--- config.mk ---
export PLATFORM = sky130hd
export DESIGN_NAME = conv_sequencer
export DESIGN_NICKNAME = d
export VERILOG_FILES = /design/src/rtl/conv_sequencer.sv
export SDC_FILE = /design/constraint.sdc
export NUM_CORES = 2
export LEC_CHECK = 0
export CAP_MARGIN = 15
export CORE_MARGIN = 4
export CORE_UTILIZATION = 43
export DETAILED_ROUTE_END_ITERATION = 16
export PLACE_DENSITY = 0.62
export SYNTH_ARGS = -nofsm -noshare
export SYNTH_HDL_FRONTEND = slang
export SYNTH_SLANG_ARGS = --single-unit
--- constraint.sdc ---
create_clock -name clk -period 12.5 [get_ports clk]
set_input_delay 2.5 -clock clk [delete_from_list [all_inputs] [get_ports clk]]
set_output_delay 2.5 -clock clk [all_outputs]
set_load 0.02 [all_outputs]
--- src/rtl/conv_sequencer.sv ---
// Convolution control sequencer: run-time configured kernel load, line-buffer fill,
// raster streaming with stride/padding, pipeline drain and per-channel iteration.
module conv_sequencer #(
    parameter int MAX_WIDTH    = 128,
    parameter int MAX_HEIGHT   = 128,
    parameter int MAX_CHANNELS = 4,
    parameter int KERNEL_SIZE  = 3,
    parameter int PIPE_LAT     = 2,
    parameter int MEM_AW       = 15,
    localparam int W_AW = $clog2(MAX_WIDTH),
    localparam int H_AW = $clog2(MAX_HEIGHT),
    localparam int C_AW = $clog2(MAX_CHANNELS)
) (
    input  logic              clk,
    input  logic              reset,
    input  logic              start,
    input  logic [W_AW:0]     cfg_width,
    input  logic [H_AW:0]     cfg_height,
    input  logic [C_AW:0]     cfg_channels,
    input  logic              cfg_stride,
    input  logic              cfg_pad,
    input  logic [MEM_AW-1:0] addr_image,
    input  logic [MEM_AW-1:0] addr_kernel,
    input  logic [MEM_AW-1:0] addr_conv,
    input  logic              stall,
    output logic              rd_en,
    output logic [MEM_AW-1:0] rd_addr,
    output logic              kernel_mode,
    output logic              pad_zero,
    output logic              win_valid,
    output logic [H_AW-1:0]   win_row,
    output logic [W_AW-1:0]   win_col,
    output logic [C_AW-1:0]   chan,
    output logic              wr_en,
    output logic [MEM_AW-1:0] wr_addr,
    output logic              busy,
    output logic              done,
    output logic              err
);

    localparam logic [31:0] KS   = 32'(KERNEL_SIZE);
    localparam logic [31:0] K1   = 32'(KERNEL_SIZE - 1);
    localparam logic [31:0] KK   = 32'(KERNEL_SIZE * KERNEL_SIZE);
    localparam logic [31:0] PADK = 32'((KERNEL_SIZE - 1) / 2);
    localparam logic [31:0] LAT1 = 32'(PIPE_LAT - 1);

    typedef enum logic [2:0] {
        S_IDLE, S_CHECK, S_KLOAD, S_FILL, S_RUN, S_DRAIN, S_DONE
    } state_t;

    state_t            r_state, w_next;
    logic [31:0]       r_w, r_h, r_c;
    logic              r_s, r_pad;
    logic [MEM_AW-1:0] r_ai, r_ak, r_ac;
    logic [C_AW:0]     r_chan;
    logic [31:0]       r_cnt, r_pr, r_pc, r_idx;
    logic              r_err;
    logic [PIPE_LAT-1:0] r_pv;
    logic [MEM_AW-1:0] r_pa [PIPE_LAT];

    logic [31:0] w_padn, w_weff, w_heff, w_outw, w_outh, w_fill;
    logic [31:0] w_chan32, w_dr, w_dc, w_wrow, w_wcol;
    logic        w_adv, w_scan, w_last_px, w_win, w_is_pad, w_more, w_bad;
    logic [MEM_AW-1:0] w_waddr, w_iaddr, w_kaddr;

    // Geometry of the padded scan, derived from the latched configuration
    assign w_padn   = r_pad ? PADK : 32'd0;
    assign w_weff   = r_w + (w_padn << 1);
    assign w_heff   = r_h + (w_padn << 1);
    assign w_outw   = r_pad ? ((r_w + 32'(r_s)) >> r_s) : (((r_w - KS) >> r_s) + 32'd1);
    assign w_outh   = r_pad ? ((r_h + 32'(r_s)) >> r_s) : (((r_h - KS) >> r_s) + 32'd1);
    assign w_fill   = K1 * w_weff + KS;
    assign w_chan32 = 32'(r_chan);

    assign w_adv     = !stall || (r_state == S_IDLE) || (r_state == S_DONE);
    assign w_scan    = (r_state == S_FILL) || (r_state == S_RUN);
    assign w_last_px = (r_pr == w_heff - 32'd1) && (r_pc == w_weff - 32'd1);
    assign w_more    = (w_chan32 + 32'd1) < r_c;

    // A window completes on the read of its bottom-right pixel
    assign w_dr   = r_pr - K1;
    assign w_dc   = r_pc - K1;
    assign w_win  = w_scan && (r_pr >= K1) && (r_pc >= K1) && !(r_s && (w_dr[0] || w_dc[0]));
    assign w_wrow = w_dr >> r_s;
    assign w_wcol = w_dc >> r_s;

    assign w_is_pad = (r_pr < w_padn) || (r_pr >= r_h + w_padn) ||
                      (r_pc < w_padn) || (r_pc >= r_w + w_padn);

    assign w_waddr = MEM_AW'(32'(r_ac) + w_chan32 * w_outw * w_outh + w_wrow * w_outw + w_wcol);
    assign w_iaddr = MEM_AW'(32'(r_ai) + w_chan32 * r_w * r_h +
                     (w_is_pad ? 32'd0 : (r_pr - w_padn) * r_w + (r_pc - w_padn)));
    assign w_kaddr = MEM_AW'(32'(r_ak) + w_chan32 * KK + r_cnt);

    assign w_bad = (r_c == 32'd0) || (r_c > 32'(MAX_CHANNELS)) ||
                   (r_w > 32'(MAX_WIDTH)) || (r_h > 32'(MAX_HEIGHT)) ||
                   (r_pad ? ((r_w == 32'd0) || (r_h == 32'd0)) : ((r_w < KS) || (r_h < KS)));

    always_ff @(posedge clk or negedge reset) begin
        if (!reset) r_state <= S_IDLE;
        else        r_state <= w_next;
    end

    always_comb begin
        w_next = r_state;
        if (w_adv) begin
            case (r_state)
                S_IDLE:  if (start) w_next = S_CHECK;
                S_CHECK: w_next = w_bad ? S_IDLE : S_KLOAD;
                S_KLOAD: if (r_cnt == KK - 32'd1) w_next = S_FILL;
                S_FILL: begin
                    if (w_last_px)                      w_next = S_DRAIN;
                    else if (r_idx == w_fill - 32'd1)   w_next = S_RUN;
                end
                S_RUN:   if (w_last_px) w_next = S_DRAIN;
                S_DRAIN: if (r_cnt == LAT1) w_next = w_more ? S_KLOAD : S_DONE;
                S_DONE:  w_next = S_IDLE;
                default: w_next = S_IDLE;
            endcase
        end
    end

    always_ff @(posedge clk or negedge reset) begin
        if (!reset) begin
            r_w <= '0; r_h <= '0; r_c <= '0; r_s <= 1'b0; r_pad <= 1'b0;
            r_ai <= '0; r_ak <= '0; r_ac <= '0;
            r_chan <= '0; r_cnt <= '0; r_pr <= '0; r_pc <= '0; r_idx <= '0;
            r_err <= 1'b0;
        end else begin
            r_err <= 1'b0;
            if (w_adv) begin
                case (r_state)
                    S_IDLE: if (start) begin
                        r_w <= 32'(cfg_width); r_h <= 32'(cfg_height); r_c <= 32'(cfg_channels);
                        r_s <= cfg_stride; r_pad <= cfg_pad;
                        r_ai <= addr_image; r_ak <= addr_kernel; r_ac <= addr_conv;
                        r_chan <= '0; r_cnt <= '0;
                    end
                    S_CHECK: begin
                        r_err <= w_bad;
                        r_cnt <= '0;
                    end
                    S_KLOAD: begin
                        if (r_cnt == KK - 32'd1) begin
                            r_cnt <= '0; r_pr <= '0; r_pc <= '0; r_idx <= '0;
                        end else begin
                            r_cnt <= r_cnt + 32'd1;
                        end
                    end
                    S_FILL, S_RUN: begin
                        r_idx <= r_idx + 32'd1;
                        if (r_pc == w_weff - 32'd1) begin
                            r_pc <= '0;
                            r_pr <= r_pr + 32'd1;
                        end else begin
                            r_pc <= r_pc + 32'd1;
                        end
                    end
                    S_DRAIN: begin
                        if (r_cnt == LAT1) begin
                            r_cnt <= '0;
                            if (w_more) r_chan <= r_chan + {{C_AW{1'b0}}, 1'b1};
                        end else begin
                            r_cnt <= r_cnt + 32'd1;
                        end
                    end
                    default: ;
                endcase
            end
        end
    end

    // Write tracking: valid and address shift PIPE_LAT deep, frozen while stalled
    always_ff @(posedge clk or negedge reset) begin
        if (!reset) begin
            r_pv <= '0;
        end else if (w_adv) begin
            for (int i = PIPE_LAT - 1; i > 0; i--) r_pv[i] <= r_pv[i-1];
            r_pv[0] <= w_win;
        end
    end

    always_ff @(posedge clk) begin
        if (w_adv) begin
            for (int i = PIPE_LAT - 1; i > 0; i--) r_pa[i] <= r_pa[i-1];
            r_pa[0] <= w_waddr;
        end
    end

    always_comb begin
        rd_en       = 1'b0;
        rd_addr     = '0;
        pad_zero    = 1'b0;
        win_valid   = 1'b0;
        win_row     = '0;
        win_col     = '0;
        wr_en       = 1'b0;
        wr_addr     = '0;
        busy        = (r_state != S_IDLE);
        done        = (r_state == S_DONE);
        err         = r_err;
        kernel_mode = (r_state == S_KLOAD);
        chan        = (r_state != S_IDLE) ? r_chan[C_AW-1:0] : '0;
        if (r_state == S_KLOAD) begin
            rd_en   = !stall;
            rd_addr = w_kaddr;
        end else if (w_scan) begin
            rd_en    = !stall;
            rd_addr  = w_iaddr;
            pad_zero = w_is_pad;
        end
        if (w_win && !stall) begin
            win_valid = 1'b1;
            win_row   = H_AW'(w_wrow);
            win_col   = W_AW'(w_wcol);
        end
        if (r_pv[PIPE_LAT-1] && !stall) begin
            wr_en   = 1'b1;
            wr_addr = r_pa[PIPE_LAT-1];
        end
    end

endmodule

==> flow_metrics.py <==
metrics = {
    "sta": {
        "rsz0062_at_grt": "false",
        "tns_ps": 0,
        "tightest_slew_ps": 1090,
        "relSlewSlack": 0.266,
        "min_period_over_period": 0.943,
        "timing.clock.skew_ps": 48.6,
        "hold_viol_final": 0,
        "fmax_ghz": 0.0849,
        "drv_slew": 0,
        "period_needed_ps": 11780,
        "setup_viol": 0,
    },
    "global_route": {
        "first_global_vias": 25413,
        "overflow": 0,
        "grt_pass1_wl_um": 142000,
        "grt_start_max_net_pins": 93,
        "grt_use_total": 0.226,
        "antenna_found_initial": 1,
    },
    "logic_synthesis": {
        "yosysSeqAreaShare": 0.186,
        "ys_types": 95,
        "ys.flop_type": "dfrtp_1",
        "syn_inst": 3726,
        "syn_area_um2": 32200,
        "synthesis.nets": 4422,
        "async_flop_share": 0.871,
        "ys_ff_latch": 233,
        "synth_edf_count": 30,
        "postSynthAreaPerCell_um2": 8.64,
        "synth_warnings": 0,
    },
    "cts": {
        "clock_latency_ps": 620,
        "clkSlewWorstSetupHoldPaths_ps": 60,
        "cts_tree": "done",
        "cts_buffers": 30,
        "clockBufferDepth": 3,
        "cts_hold_buf": 0,
        "clock_sinks": 233,
        "h-tree-depth": 1,
        "clockRootBuffer": "clkbuf_16",
    },
    "floorplanning": {
        "die_h_um": 282,
        "ios": 124,
        "rows": 100,
        "start_util": 0.433,
        "die_area_um2": 79300,
        "fp.coreArea_um2": 74300,
        "die_w_um": 282,
    },
    "placement": {
        "io_buffers": 123,
        "place.gp.congestion": 0.906,
        "dp_hpwl_um": 68800,
    },
    "worst_hold_path": {
        "min_from": "r_pa[0][6]$_DFFE_PP_",
        "worstHoldPathCells": 0,
        "hold_class": "reg2reg",
        "hold-path-endpoint": "r_pa[0][21]$_DFFE_PP_",
    },
    "finish": {
        "final_cell_mix": "inv_1, nand2_1, fa_1, ha_1, nor2_1",
        "final_common_cell": "inv_1",
        "area.growth.synth_to_final_pct": 10.8,
        "fin_nets": 4477,
        "drive_gt1_frac": 0.0615,
    },
    "worst_setup_path": {
        "rrSetupSlack_ps": 720,
        "endpoint_kind": "flop",
        "slowest_stage": "fa_1",
        "crit_path_start_kind": "flop",
        "cp_max_fo": 14,
        "r2r-start": "r_w[1]$_DFFE_PN0P_",
        "cp_num_buf_inv": 4,
        "crit_start": "r_w[1]$_DFFE_PN0P_",
        "crit_required_ps": 12820,
        "cp_top_family": "adder cells",
        "reg2reg_to": "r_pa[0][14]$_DFFE_PP_",
        "path_common_cell": "xnor2_1",
        "r2r_cells": 44,
        "arrival_ps": 12100,
        "cpPeakStageDelay_ps": 540,
        "critical_path_class": "reg2reg",
    },
    "drt": {
        "drtAntennaViolNets": 0,
        "via_per_inst": 5.28,
        "drcViolationCount": 0,
        "drtIter0Drc": 1714,
        "routed_wl_um": 88400,
        "dr.pass1.iters": 5,
        "dr_total_vias": 25195,
        "wl_per_cell_um": 18.5,
    },
    "run_status": {
        "status": "finished, final reports clean",
    },
    "run": {
        "maxCapViolCount": 0,
    },
}
==> state kept, by name, indices dropped and copies added (netlist names) <==
name and count:
r_chan 3, r_state 3, r_c 3, r_pr 32
r_cnt 32, err 1, r_pc 32, r_idx 32
r_ai 15, r_ac 15, r_s 1, r_h 8
r_w 8, r_ak 15, r_pv 2, r_pad 1
r_pa 30
==> worst max-delay path by stage <==
| stage | end | cells after the start |
|---|---|---|
| 3_3_place_gp | r_pa[0][14]$_DFFE_PP_ | 43 |
| 4_1_cts | rd_addr[14] | 37 |
| 2_1_floorplan | r_pa[0][14]$_DFFE_PP_ | 48 |
| 6_report | r_pa[0][14]$_DFFE_PP_ | 44 |
| 5_1_grt | r_pa[0][14]$_DFFE_PP_ | 43 |
| 3_5_place_dp | r_pa[0][14]$_DFFE_PP_ | 45 |
==> logic make-up (layout without fill, tap and decap cells) <==
family          count (synthesis)  after routing  share of synthesized area
mux                            68             68                     0.0236
flops                         233            233                      0.186
xor+xnor                      352            352                     0.0980
simple gates                 1280           1280                      0.195
other cells                     0              1                          0
fa+ha+maj                     626            626                      0.326
buf+inv                       697            776                     0.0828
compound gates                470            470                     0.0893
==> stage by stage <==
step | util | hold slack [ps] | std cells | worst slack, ps | area (µm²)
after floorplan | - | 400 | 3726 | 65.3 | 32200
after global placement | 0.464 | 403 | 4716 | 752 | 34500
after detailed placement | 0.464 | 405 | 4716 | 627 | 34500
after CTS | 0.478 | 417 | 4772 | 66.9 | 35500
after global routing | 0.480 | 427 | 4774 | 34.8 | 35700
final | 0.480 | 415 | 4775 | 718 | 35700
==> layer usage <==
layer  global-route usage  vias up  routed length [µm]
met5                    0        -                  13
met4               0.0570        2                2410
met3               0.0426      121                5620
met2                0.364      614               40100
met1                0.317    12374               40300
li1                     -    12084                   -
==> Yosys cell counts (70+ instances only) <==
library cell | instances | area, µm²
clkbuf_1 | 121 | 454
fa_1 | 355 | 7110
nand2b_1 | 70 | 438
dfrtp_1 | 203 | 5080
and2_1 | 114 | 713
nand3_1 | 86 | 430
nand2_1 | 448 | 1680
ha_1 | 271 | 3390
nor2_1 | 269 | 1010
o21ai_0 | 171 | 856
a21oi_1 | 105 | 526
inv_1 | 533 | 2000
xor2_1 | 117 | 1020
xnor2_1 | 228 | 2000
==> timing repair <==
item / 4_1_cts / 5_1_grt
setup buffers: 0 / 2
gates resized for setup: 0 / 26
setup endpoints to repair: 0 / 3
==> cell type report <==
class                           count  area [µm²]
Antenna cell                        1        2.50
Clock buffer                       42         897
Clock inverter                     14         185
Fill cell                        7283       38600
Inverter                          538        2020
Multi-Input combinational cell   2796       23700
Sequential cell                   233        5990
Tap cell                          969        1210
Timing Repair Buffer              182        1690
Power is left out: the tool's default activity adds up to more than one toggle a clock period on the data nets, which glitch-free logic cannot reach.
